[src/rtl/jtframe_dwnld_pkg.sv]
// Shared types, mask constants and helpers for the download packer.
// Byte lane order is selected by JTFRAME_DWNLD_SWAB_EN (defined: even byte in [7:0]).
package jtframe_dwnld_pkg;

    typedef enum logic {
        ST_IDLE = 1'b0,
        ST_WAIT = 1'b1
    } fsm_state_t;

    typedef struct packed {
        logic [1:0]  ba;
        logic [21:0] addr;
        logic [1:0]  mask;
        logic [15:0] data;
    } dwnld_entry_t;

    localparam logic [1:0] MASK_BOTH = 2'b00;
    localparam logic [1:0] MASK_NONE = 2'b11;

`ifdef JTFRAME_DWNLD_SWAB_EN
    localparam logic [1:0] MASK_EVEN_ONLY = 2'b10;
    localparam logic [1:0] MASK_ODD_ONLY  = 2'b01;
`else
    localparam logic [1:0] MASK_EVEN_ONLY = 2'b01;
    localparam logic [1:0] MASK_ODD_ONLY  = 2'b10;
`endif

    function automatic logic [15:0] pack_pair(input logic [7:0] even_byte,
                                              input logic [7:0] odd_byte);
`ifdef JTFRAME_DWNLD_SWAB_EN
        return {odd_byte, even_byte};
`else
        return {even_byte, odd_byte};
`endif
    endfunction

    // Highest bank whose start address the byte address has reached.
    function automatic logic [1:0] bank_sel(input logic [24:0] addr,
                                            input logic [24:0] ba1_start,
                                            input logic [24:0] ba2_start,
                                            input logic [24:0] ba3_start);
        if (addr >= ba3_start)      return 2'd3;
        else if (addr >= ba2_start) return 2'd2;
        else if (addr >= ba1_start) return 2'd1;
        else                        return 2'd0;
    endfunction

endpackage

[src/rtl/jtframe_dwnld_fifo.sv]
// Single-clock first-word-fall-through FIFO of packed SDRAM write entries.
// The caller never pushes into a full FIFO unless it pops in the same cycle.
module jtframe_dwnld_fifo
    import jtframe_dwnld_pkg::*;
#(
    parameter int FIFO_AW = 3
)(
    input  logic         clk,
    input  logic         rst_n,
    input  logic         push,
    input  dwnld_entry_t din,
    input  logic         pop,
    output dwnld_entry_t dout,
    output logic         full,
    output logic         empty
);

    localparam int DEPTH = 1 << FIFO_AW;

    dwnld_entry_t       mem [DEPTH];
    logic [FIFO_AW:0]   wr_ptr;
    logic [FIFO_AW:0]   rd_ptr;

    // NOTE: the storage array has no reset; the pointers alone decide which entries are valid.
    always_ff @(posedge clk) begin
        if (push) mem[wr_ptr[FIFO_AW-1:0]] <= din;
    end

    // NOTE: sequential state uses non-blocking assignments so every register samples pre-edge values.
    always_ff @(posedge clk) begin
        if (!rst_n) begin
            wr_ptr <= '0;
            rd_ptr <= '0;
        end else begin
            if (push) wr_ptr <= wr_ptr + (FIFO_AW+1)'(1);
            if (pop)  rd_ptr <= rd_ptr + (FIFO_AW+1)'(1);
        end
    end

    assign dout  = mem[rd_ptr[FIFO_AW-1:0]];
    assign empty = (wr_ptr == rd_ptr);
    assign full  = (wr_ptr[FIFO_AW] != rd_ptr[FIFO_AW]) &&
                   (wr_ptr[FIFO_AW-1:0] == rd_ptr[FIFO_AW-1:0]);

endmodule

[src/rtl/jtframe_dwnld_pack.sv]
// Packs the 8-bit ioctl download stream into masked 16-bit SDRAM words per bank.
// Lane order follows JTFRAME_DWNLD_SWAB_EN (see jtframe_dwnld_pkg).
module jtframe_dwnld_pack
    import jtframe_dwnld_pkg::*;
#(
    parameter logic [24:0] BA1_START = 25'h10_0000,
    parameter logic [24:0] BA2_START = 25'h20_0000,
    parameter logic [24:0] BA3_START = 25'h30_0000,
    parameter int          FIFO_AW   = 3
)(
    input  logic        clk,
    input  logic        rst_n,
    input  logic        downloading,
    input  logic [24:0] ioctl_addr,
    input  logic [7:0]  ioctl_data,
    input  logic        ioctl_rom_wr,
    output logic [21:0] prog_addr,
    output logic [15:0] prog_data,
    output logic [1:0]  prog_mask,
    output logic [1:0]  prog_ba,
    output logic        prog_we,
    input  logic        prog_rdy,
    output logic        dwnld_busy,
    output logic        ovf
);

    fsm_state_t   state;
    logic         dl_l;
    logic         sv;
    logic [24:0]  sa;
    logic [7:0]   sd;

    logic         dl_rise;
    logic         sv_eff;
    logic         merge;
    logic         push_req;
    logic         push_ok;
    logic         drop;
    logic [1:0]   map_ba;
    logic [24:0]  map_base;
    logic [24:0]  map_off;
    dwnld_entry_t push_entry;

    dwnld_entry_t fifo_dout;
    logic         fifo_full;
    logic         fifo_empty;
    logic         fifo_pop;

    // NOTE: every always_comb output gets a default first so no path infers a latch.
    always_comb begin
        dl_rise  = downloading & ~dl_l;
        // A new download discards any byte left over from the previous one.
        sv_eff   = sv & ~dl_rise;
        merge    = ioctl_rom_wr & sv_eff & ~sa[0] & (ioctl_addr == sa + 25'd1);
        // Staged byte leaves on any non-merging arrival, or once the download has ended.
        push_req = sv_eff & (ioctl_rom_wr | ~downloading);

        map_ba = bank_sel(sa, BA1_START, BA2_START, BA3_START);
        case (map_ba)
            2'd3:    map_base = BA3_START;
            2'd2:    map_base = BA2_START;
            2'd1:    map_base = BA1_START;
            default: map_base = '0;
        endcase
        map_off = sa - map_base;

        push_entry.ba   = map_ba;
        push_entry.addr = 22'(map_off >> 1);
        if (merge) begin
            push_entry.mask = MASK_BOTH;
            push_entry.data = pack_pair(sd, ioctl_data);
        end else begin
            push_entry.mask = sa[0] ? MASK_ODD_ONLY : MASK_EVEN_ONLY;
            push_entry.data = {sd, sd};
        end

        // A pop in the same cycle frees the slot a full FIFO needs.
        push_ok = push_req & (~fifo_full | fifo_pop);
        drop    = push_req & fifo_full & ~fifo_pop;
    end

    always_ff @(posedge clk) begin
        if (!rst_n) begin
            dl_l <= 1'b0;
            sv   <= 1'b0;
            sa   <= '0;
            sd   <= '0;
            ovf  <= 1'b0;
        end else begin
            dl_l <= downloading;

            if (dl_rise)   ovf <= 1'b0;
            else if (drop) ovf <= 1'b1;

            if (ioctl_rom_wr && !merge) begin
                sv <= 1'b1;
                sa <= ioctl_addr;
                sd <= ioctl_data;
            end else if (merge || push_req || dl_rise) begin
                sv <= 1'b0;
            end
        end
    end

    jtframe_dwnld_fifo #(
        .FIFO_AW (FIFO_AW)
    ) u_fifo (
        .clk   (clk),
        .rst_n (rst_n),
        .push  (push_ok),
        .din   (push_entry),
        .pop   (fifo_pop),
        .dout  (fifo_dout),
        .full  (fifo_full),
        .empty (fifo_empty)
    );

    assign fifo_pop = (state == ST_WAIT) && prog_rdy;

    // The head stays in the FIFO while it is presented; it is popped on acknowledge.
    always_ff @(posedge clk) begin
        if (!rst_n) begin
            state     <= ST_IDLE;
            prog_we   <= 1'b0;
            prog_addr <= '0;
            prog_data <= '0;
            prog_mask <= MASK_NONE;
            prog_ba   <= '0;
        end else begin
            case (state)
                ST_IDLE: begin
                    if (!fifo_empty) begin
                        prog_ba   <= fifo_dout.ba;
                        prog_addr <= fifo_dout.addr;
                        prog_mask <= fifo_dout.mask;
                        prog_data <= fifo_dout.data;
                        prog_we   <= 1'b1;
                        state     <= ST_WAIT;
                    end
                end
                ST_WAIT: begin
                    if (prog_rdy) begin
                        prog_we <= 1'b0;
                        state   <= ST_IDLE;
                    end
                end
                default: begin
                    prog_we <= 1'b0;
                    state   <= ST_IDLE;
                end
            endcase
        end
    end

    assign dwnld_busy = downloading | sv | ~fifo_empty | prog_we;

endmodule

[config.mk]
export PLATFORM = sky130hd
export DESIGN_NAME = jtframe_dwnld_pack
export DESIGN_NICKNAME = d
export VERILOG_FILES = /design/src/rtl/jtframe_dwnld_pkg.sv /design/src/rtl/jtframe_dwnld_fifo.sv /design/src/rtl/jtframe_dwnld_pack.sv
export SDC_FILE = /design/constraint.sdc
export NUM_CORES = 1
export LEC_CHECK = 0
export CORE_ASPECT_RATIO = 0.75
export CORE_MARGIN = 3
export CORE_UTILIZATION = 40
export DETAILED_ROUTE_END_ITERATION = 8
export DONT_BUFFER_PORTS = 1
export SYNTH_ARGS = -nofsm -noshare
export SYNTH_HDL_FRONTEND = slang
export SYNTH_SLANG_ARGS = --single-unit
export TNS_END_PERCENT = 20
[constraint.sdc]
create_clock -name clk -period 6.8 [get_ports clk]
set_clock_uncertainty 0.1 [all_clocks]
set_input_delay 1.36 -clock clk [delete_from_list [all_inputs] [get_ports clk]]
set_output_delay 1.36 -clock clk [all_outputs]
set_load 0.01 [all_outputs]
Word-level counts from Yosys, hierarchy flattened --
Memories as Yosys holds them, arrays and structs flattened. A register that Yosys moved wholly into a read port is not among the register bits. Index checks and enable logic that the tools add are counted.
Word-level totals: register bits after elaboration 46, bits in writable memories 336, memories 1, input bits 38
Memories:
- u_fifo.mem | depth 8, width 42, read ports 1, clocked after memory_dff 1, wr ports 1, line jtframe_dwnld_fifo.sv:20 | dwnld_entry_t mem [DEPTH];
Cells by class: $lt $le $gt $ge 3, reductions and logical operators 11, mux-type cells 16, bitwise gates (word level) 23, equality and inequality tests 9, $add $sub $neg 4
Operator list (count):
- $pmux 22 s3 | 1
- $ge 25x22->1 const B | 2
- $add 25x1->25 const B | 1
- $eq 25x25->1 | 1
- $ge 25x21->1 const B | 1
- $sub 23x23->23 | 1
- $mux 18 | 1
- $and 1x1->1 | 9
- $mux 1 | 9
- $not 1->1 | 9
- $add 4x1->4 const B | 2
- $mux 2 | 3
- $or 1x1->1 | 5
- $eq 2x2->1 const B | 2
- $eq 4x4->1 | 1
- $ne 2x2->1 const B | 2
- $pmux 1 s2 | 2
- $reduce_and 2->1 | 2
- $eq 3x3->1 | 1
- $logic_and 1x1->1 | 3
- $eq 2x1->1 const B | 1
- $logic_not 1->1 | 2
- $logic_or 1x1->1 | 2
- $reduce_bool 2->1 | 1
- 2 further kinds | 2

Depth between registers and ports, before layout --
Gate-level depths: netlist (run 1).
word-level depth 11, mapped depth 9, depth with buffers taken out 8

Hierarchy --
Synthesis (run 1) repeated with hierarchy kept, for this count alone.
Unflattened totals: cell total of the unflattened synthesis 1134, area total of the unflattened synthesis 17799.6 um^2
By module, submodules not included:
- jtframe_dwnld_fifo | area an instance 13111.3 um^2, cells an instance 541, seq. area each 10309.9 um^2, times used 1
- jtframe_dwnld_pack | area an instance 4688.2 um^2, cells an instance 593, seq. area each 1601.5 um^2, times used 1

Least setup slack after synthesis (run 1) --
No wires, ideal clock.
path type input-to-reg, start point in ioctl_rom_wr, end point mem u_fifo.mem[0][0] in the netlist's numbering, enable pin, setup time 0.493 ns, stages on the path 5, arrival time 5.090 ns, path buffers 0, slack 1.116 ns, cells stage by stage nand2_1 a21boi_0 a21boi_0 nand2b_1 nor3_1
On the way: longest elaborated chain between the ends 5
RTL lines:
- from (decl) | line jtframe_dwnld_pack.sv:16 | input logic ioctl_rom_wr,
- $or 1x1->1 | line jtframe_dwnld_pack.sv:56 | push_req = sv_eff & (ioctl_rom_wr | ~downloading);
- $and 1x1->1 | line jtframe_dwnld_pack.sv:56
- $and 1x1->1 | line jtframe_dwnld_pack.sv:78 | push_ok = push_req & (~fifo_full | fifo_pop);
- $mux 1 | line jtframe_dwnld_fifo.sv:26 | if (push) mem[wr_ptr[FIFO_AW-1:0]] <= din;
- $mux 1 (implied by the code) | line jtframe_dwnld_fifo.sv:26
- to (decl) | line jtframe_dwnld_fifo.sv:20
No other way between the ends.

Worst setup path after layout (run 1) --
start point reg u_fifo.rd_ptr[0], end point out dwnld_busy
On the way: longest elaborated chain between the ends 4
RTL lines:
- from (decl) | line jtframe_dwnld_fifo.sv:22 | logic [FIFO_AW:0] rd_ptr;
- from (signal assigned) | line jtframe_dwnld_fifo.sv:36 | if (pop) rd_ptr <= rd_ptr + (FIFO_AW+1)'(1);
- $eq 4x4->1 | line jtframe_dwnld_fifo.sv:41 | assign empty = (wr_ptr == rd_ptr);
- $not 1->1 (no source line)
- $or 1x1->1 (2 in series) | line jtframe_dwnld_pack.sv:155 | assign dwnld_busy = downloading | sv | ~fifo_empty | prog_we;
- to (decl) | line jtframe_dwnld_pack.sv:23 | output logic dwnld_busy,
No other way between the ends.

==> flow_summary.json, run 1 <==
{
  "synth_sequential_area_ratio": 0.698,
  "vias_per_cell": 5.40,
  "hold_path_depth": 2,
  "cts-root-buf": "sky130_fd_sc_hd__clkbuf_16",
  "min-delay-start": "sa[20]$_SDFFE_PN0P_",
  "clk_path_buf_depth": 3,
  "seqPwrFrac": 0.538,
  "worst_ir_drop_vdd_uv": 167,
  "initial_drc_count": 754,
  "wl_per_cell_um": 23.2,
  "drcViolationCount": 0,
  "post_cts_resize_count": 0,
  "synthToLayoutAreaGrowth_pct": 11.9,
  "multi_input_area_mm2": 0.00493,
  "postSynth.asyncResetShare": 0,
  "power.density_cell_area_mw_per_mm2": 293,
  "final_core_utilization": 0.460,
  "worstSetupEndpointType": "output pin",
  "dp_hpwl_mm": 22.2,
  "synth_adder_area_share": 0.00413,
  "yosysUniqueCellTypes": 48,
  "mappedNetlistArea_mm2": 0.0170,
  "die_area_mm2": 0.0450,
  "synth-simple-area-share": 0.0603,
  "grt_start_max_net_pins": 121,
  "cellInternalPower_mw": 4.33,
  "initial_drt_pass_iterations": 5,
  "synthMuxAreaShare": 0.165,
  "ant_nets": 0,
  "synth_top_family_by_area": "multiplexers",
  "post-synth-top-area-cell": "sky130_fd_sc_hd__edfxtp_1",
  "worst_ep_arrival_time_ns": 2.80,
  "gpl.final_weighted_congestion": 0.818,
  "clockPowerShare": 0.407,
  "final_max_slew_viol_count": 0,
  "vertical_extent_of_the_die_um": 184,
  "timing.reg2reg.setup_slack_ns": 2.83,
  "required_ns": 5.34,
  "clk_transition_reported_paths_ns": 0.06,
  "yosysWarnings": 0,
  "post_synth_most_frequent_cells": "sky130_fd_sc_hd__edfxtp_1 (336), sky130_fd_sc_hd__nand2_1 (131), sky130_fd_sc_hd__dfxtp_1 (88)",
  "synthDominantCellAreaShare": 0.594,
  "worstSetupPathType": "register to output pin",
  "placeableCoreArea_mm2": 0.0413,
  "port_buffers": 0,
  "gr-usage-all-layers": 0.168,
  "cts_post_setup_buffers_inserted": 0,
  "floorplan.io_pins": 83,
  "synth_compound_area_frac": 0.0365,
  "total_leakage_power_nw": 6.47,
  "power.share.combinational": 0.055,
  "maxSlewHeadroom": 0.220,
  "cp_max_fo": 46,
  "cts_tree": "yes",
  "most_numerous_cell_in_the_yosys_netlist": "sky130_fd_sc_hd__edfxtp_1",
  "antenna-diode-count": 0,
  "depth_of_the_most_critical_reg_to_reg_path": 9,
  "setup_violations": 0,
  "routed_wl_mm": 37.1,
  "grt_pass1_vias": 8725,
  "net_switching_mw": 1.24,
  "worstHoldEndpoint": "sa[20]$_SDFFE_PN0P_",
  "initial_core_util": 0.411,
  "layout_filler_cell_count": 3601,
  "post-route-min-period_ns": 4.26,
  "hold_violations": 0,
  "yosys_register_bits": 424,
  "outcome": "finished, final reports clean",
  "clk_latency_ns": 0.55,
  "tritoncts_num_sinks": 424,
  "floorplan.die.width_um": 244,
  "number_of_antenna_violations_at_the_first_check_in_global_routing": 0,
  "grt_first_pass_wirelength_mm": 56.6,
  "postSynthAreaPerCell_um2": 17.1,
  "synth-main-ff-cell": "sky130_fd_sc_hd__edfxtp_1",
  "post_cts_hold_buffer_count": 0,
  "fin_crit_sh": 0.626,
  "fmax_mhz": 235,
  "syn-instance-count": 993,
  "tightest_slew_ns": 1.17,
  "switching_share": 0.222,
  "grt.overflow.total": 0,
  "vias": 8610,
  "post_route_cells_drive_above_1_share": 0.188,
  "synth-edff-count": 336,
  "synth.top_cells.by_area": "sky130_fd_sc_hd__edfxtp_1 (59%), sky130_fd_sc_hd__mux4_2 (11%), sky130_fd_sc_hd__dfxtp_1 (10%)",
  "post_synth_xor_area_fraction": 0.0206,
  "r2r-start": "sa[1]$_SDFFE_PN0P_",
  "synth.net_count": 1036,
  "area.sequential_mm2": 0.0119,
  "final_nets": 1042,
  "total_number_of_placement_rows": 64,
  "cts_htree_levels": 2,
  "min-delay-path-class": "register to register",
  "cts_inserted_buffers": 44,
  "regToRegEndpoint": "sd[0]$_SDFFE_PN0P_",
  "fin_tns_setup_ns": 0,
  "maxCapViolations": 0,
  "grt_setup_unrepaired": "no",
  "startpoint_type": "register"
}
routing by layer:
layer,track usage,share of wire
met4,0.0565,0.028
met5,0,0
met2,0.257,0.46
met1,0.245,0.46
met3,0.0297,0.052
power by group through the flow:
stage          logic (mW)  registers, mW  clock network [mW]
2_1_floorplan       0.265           3.00                   0
3_3_place_gp        0.307           3.05                   0
3_5_place_dp        0.311           3.05                   0
4_1_cts             0.312           3.00                2.33
5_1_grt             0.340           3.01                2.44
6_report            0.306           2.99                2.26
cells by family after synthesis:
logic type	count (synthesis)
XOR/XNOR	40
adder cells (fa/ha/maj)	5
buffers and inverters	63
AO/OA/AOI/OAI	70
AND/OR/NAND/NOR	218
flip-flops	424
multiplexers	173
layout make-up:
| type | instances | area share |
|---|---|---|
| inverters | 6 | 0.00118 |
| flip-flops and latches | 424 | 0.624 |
| multi-input cells | 506 | 0.259 |
| repair buffers | 17 | 0.00671 |
| clock buffers | 55 | 0.0634 |
| well taps | 561 | 0.0369 |
| clock inverters | 26 | 0.00856 |
per-stage QoR:
step	instances	instance area [um2]	worst slack (ns)	power, mW	hold slack (ns)
6_report	1595	19000	2.54	5.56	0.413
5_1_grt	1595	19000	2.29	5.79	0.443
4_1_cts	1595	19000	2.44	5.64	0.415
3_5_place_dp	1514	17600	2.45	3.36	0.407
3_3_place_gp	1514	17600	2.49	3.36	0.401
2_1_floorplan	993	17000	1.12	3.27	0.370
registers in the layout, summed over array words and instances (netlist names):
name           cells
sd                 8
state              1
dl_l               1
prog_ba            2
ovf                1
u_fifo.wr_ptr      4
u_fifo.rd_ptr      4
prog_addr         22
sa                25
prog_data         16
u_fifo.mem       336
prog_we            1
sv                 1
prog_mask          2
cells in the final DEF, fill, tap and decap left out, drive strengths merged, types with 10 or more instances in the layout:
cell and n:
nor2 19, clkinv 24, nand2 131, nand3 10
mux2 11, xnor2 25, xor2 15, dfxtp 88
mux2i 78, clkbuf 55, edfxtp 336, mux4 84
buf 17, o211a 40
worst max-delay path by stage:
stage	end	startpoint	slack (ns)	cells after the start
2_1_floorplan	u_fifo.mem[0][0]$_DFFE_PP_	ioctl_rom_wr	1.12	5
3_3_place_gp	u_fifo.mem[6][6]$_DFFE_PP_	ioctl_rom_wr	2.49	6
3_5_place_dp	u_fifo.mem[6][6]$_DFFE_PP_	ioctl_rom_wr	2.45	6
4_1_cts	dwnld_busy	u_fifo.rd_ptr[0]$_SDFFE_PN0P_	2.44	4
5_1_grt	dwnld_busy	u_fifo.rd_ptr[0]$_SDFFE_PN0P_	2.29	4
6_report	dwnld_busy	u_fifo.rd_ptr[0]$_SDFFE_PN0P_	2.54	4
critical path: stages (launching register included):
cell and delay [ns]:
sky130_fd_sc_hd__dfxtp_4 0.98, sky130_fd_sc_hd__xor2_1 0.13, sky130_fd_sc_hd__nor3_1 0.52, sky130_fd_sc_hd__nand2_1 0.13, sky130_fd_sc_hd__or4_1 0.49
No activity file was read; power rests on OpenSTA's default activity.
==> run 2, diff against run 1 <==
==> constraint.sdc (replaced) <==
create_clock -name clk -period 4.25 [get_ports clk]
set_clock_uncertainty 0.1 [all_clocks]
set_input_delay 0.85 -clock clk [delete_from_list [all_inputs] [get_ports clk]]
set_output_delay 0.85 -clock clk [all_outputs]
set_load 0.01 [all_outputs]
==> flow_summary.json, run 2 (synthesis gave the netlist of run 1 again) <==
{
  "outcome": "finished, final reports clean",
  "cts_inserted_buffers": 43,
  "fin_crit_sh": 0.850,
  "largest_register_ff_count": 336,
  "report.power.total_mw": 9.26,
  "initial_drc_count": 688,
  "min-delay-path-class": "input pin to register",
  "final_nets": 1052,
  "floorplan.io_pins": 83,
  "maxSlewHeadroom": 0.313,
  "port_buffers": 0,
  "cts_post_setup_buffers_inserted": 0,
  "post_cts_hold_buffer_count": 0,
  "initial_core_util": 0.411,
  "grt_pass1_vias": 8963,
  "post-route-min-period_ns": 3.61,
  "maxCapViolations": 0,
  "final_common_cell": "sky130_fd_sc_hd__edfxtp_1",
  "vias": 8637,
  "placeableCoreArea_mm2": 0.0413,
  "timing.reg2reg.setup_slack_ns": 0.64,
  "grt_start_max_net_pins": 121,
  "grt_util_met1": 0.236,
  "initial_drt_pass_iterations": 4,
  "grt_busiest_layer": "met2",
  "globalRouteMet2Util": 0.277,
  "tritoncts_num_sinks": 424,
  "drcViolationCount": 0,
  "worstSetupEndpointType": "register",
  "power.density_cell_area_mw_per_mm2": 480,
  "floorplan.die.width_um": 244,
  "cts-root-buf": "sky130_fd_sc_hd__clkbuf_16",
  "post_route_cells_drive_above_1_share": 0.199,
  "gpl.final_weighted_congestion": 0.805,
  "total_leakage_power_nw": 6.60,
  "clk_latency_ns": 0.53,
  "switching_share": 0.213,
  "net_switching_mw": 1.97,
  "placedInstanceArea_mm2": 0.0178,
  "setup_violations": 0,
  "cts_tree": "yes",
  "startpoint_type": "register",
  "seqPwrFrac": 0.515,
  "worstSetupPathType": "register to register",
  "cellInternalPower_mw": 7.29,
  "dp_hpwl_mm": 22.2,
  "worst_ep_arrival_time_ns": 3.77,
  "worst_ir_drop_vdd_uv": 275,
  "power.share.combinational": 0.056,
  "hold_path_depth": 1,
  "total_number_of_placement_rows": 64,
  "die_area_mm2": 0.0450,
  "fmax_mhz": 277,
  "clockPowerShare": 0.429,
  "vias_per_cell": 5.38,
  "clk_transition_reported_paths_ns": 0.06,
  "post_cts_resize_count": 0,
  "number_of_antenna_violations_at_the_first_check_in_global_routing": 0,
  "final_cell_mix": "sky130_fd_sc_hd__edfxtp_1 (336), sky130_fd_sc_hd__nand2_1 (131), sky130_fd_sc_hd__dfxtp_1 (85)",
  "grt.overflow.total": 0,
  "routed_wl_mm": 37.3,
  "ant_nets": 0,
  "vertical_extent_of_the_die_um": 184,
  "cp_max_fo": 13,
  "synthToLayoutAreaGrowth_pct": 13.6,
  "hold_violations": 0,
  "depth_of_the_most_critical_reg_to_reg_path": 8,
  "tightest_slew_ns": 1.03,
  "wl_per_cell_um": 23.3,
  "antenna-diode-count": 0,
  "gr-usage-all-layers": 0.169,
  "required_ns": 4.41,
  "cts_htree_levels": 2,
  "clk_path_buf_depth": 3,
  "final_max_slew_viol_count": 0,
  "finalInstanceArea_mm2": 0.0193,
  "grt_setup_unrepaired": "no",
  "grt.met3_usage": 0.0301,
  "grt_first_pass_wirelength_mm": 57.5
}
run 2: cell types whose count changed in the layout (fill, tap and decap cells not counted), moves of 2 or more:
cell / change
sky130_fd_sc_hd__clkinv_1: -9
sky130_fd_sc_hd__clkbuf_1: +4
sky130_fd_sc_hd__buf_12: +5
sky130_fd_sc_hd__bufinv_16: +6
sky130_fd_sc_hd__clkbuf_8: +2
sky130_fd_sc_hd__buf_4: +6
run 2: worst paths after layout:
kind / start / to
setup / recovery: sa[1]$_SDFFE_PN0P_ / u_fifo.mem[3][0]$_DFFE_PP_
hold / removal: downloading / dl_l$_SDFF_PN0_
setup reg to reg: sa[1]$_SDFFE_PN0P_ / u_fifo.mem[3][0]$_DFFE_PP_
hold reg to reg: sa[23]$_SDFFE_PN0P_ / sa[23]$_SDFFE_PN0P_
run 2: power by group through the flow:
stage	Sequential, mW	Clock (mW)	Combinational [mW]
3_5_place_dp	4.86	0	0.526
2_1_floorplan	4.80	0	0.425
5_1_grt	4.79	4.26	0.581
4_1_cts	4.77	4.09	0.529
3_3_place_gp	4.86	0	0.517
6_report	4.77	3.98	0.517
run 2: stage by stage:
| step | hold slack, ns | instances | util | setup TNS [ns] | setup slack (ns) |
|---|---|---|---|---|---|
| global placement | 0.403 | 1525 | 0.431 | 0 | 0.813 |
| global route | 0.316 | 1604 | 0.467 | 0 | 0.342 |
| finish | 0.341 | 1604 | 0.467 | 0 | 0.638 |
| CTS | 0.275 | 1604 | 0.467 | 0 | 0.641 |
| detailed placement | 0.413 | 1525 | 0.431 | 0 | 0.679 |
| floorplan | 0.370 | 993 | - | -37.99 | -0.904 |
run 2: layout make-up:
cell class                 count  area (um2)
fill                        3538       22000
sequential                   424       11900
multi-input combinational    506        4930
clock buffer                  60        1220
tap                          561         702
timing repair buffer          28         273
clock inverter                19         272
inverter                       6        22.5
run 2: worst max-delay path: stages (launching register included):
cell and delay [ns]:
sky130_fd_sc_hd__dfxtp_1 0.54, sky130_fd_sc_hd__ha_1 0.30, sky130_fd_sc_hd__nand4_1 0.25, sky130_fd_sc_hd__nor3_1 0.53, sky130_fd_sc_hd__nand4_1 0.19, sky130_fd_sc_hd__xnor2_1 0.21, sky130_fd_sc_hd__nor4_4 0.39, sky130_fd_sc_hd__nand3_2 0.34
sky130_fd_sc_hd__mux2_2 0.46
run 2: layer usage:
layer / up-vias / share of wire
met1: 4512 / 0.46
li1: 3922 / -
met4: 0 / 0.023
met3: 54 / 0.040
met2: 149 / 0.48
met5: - / 0
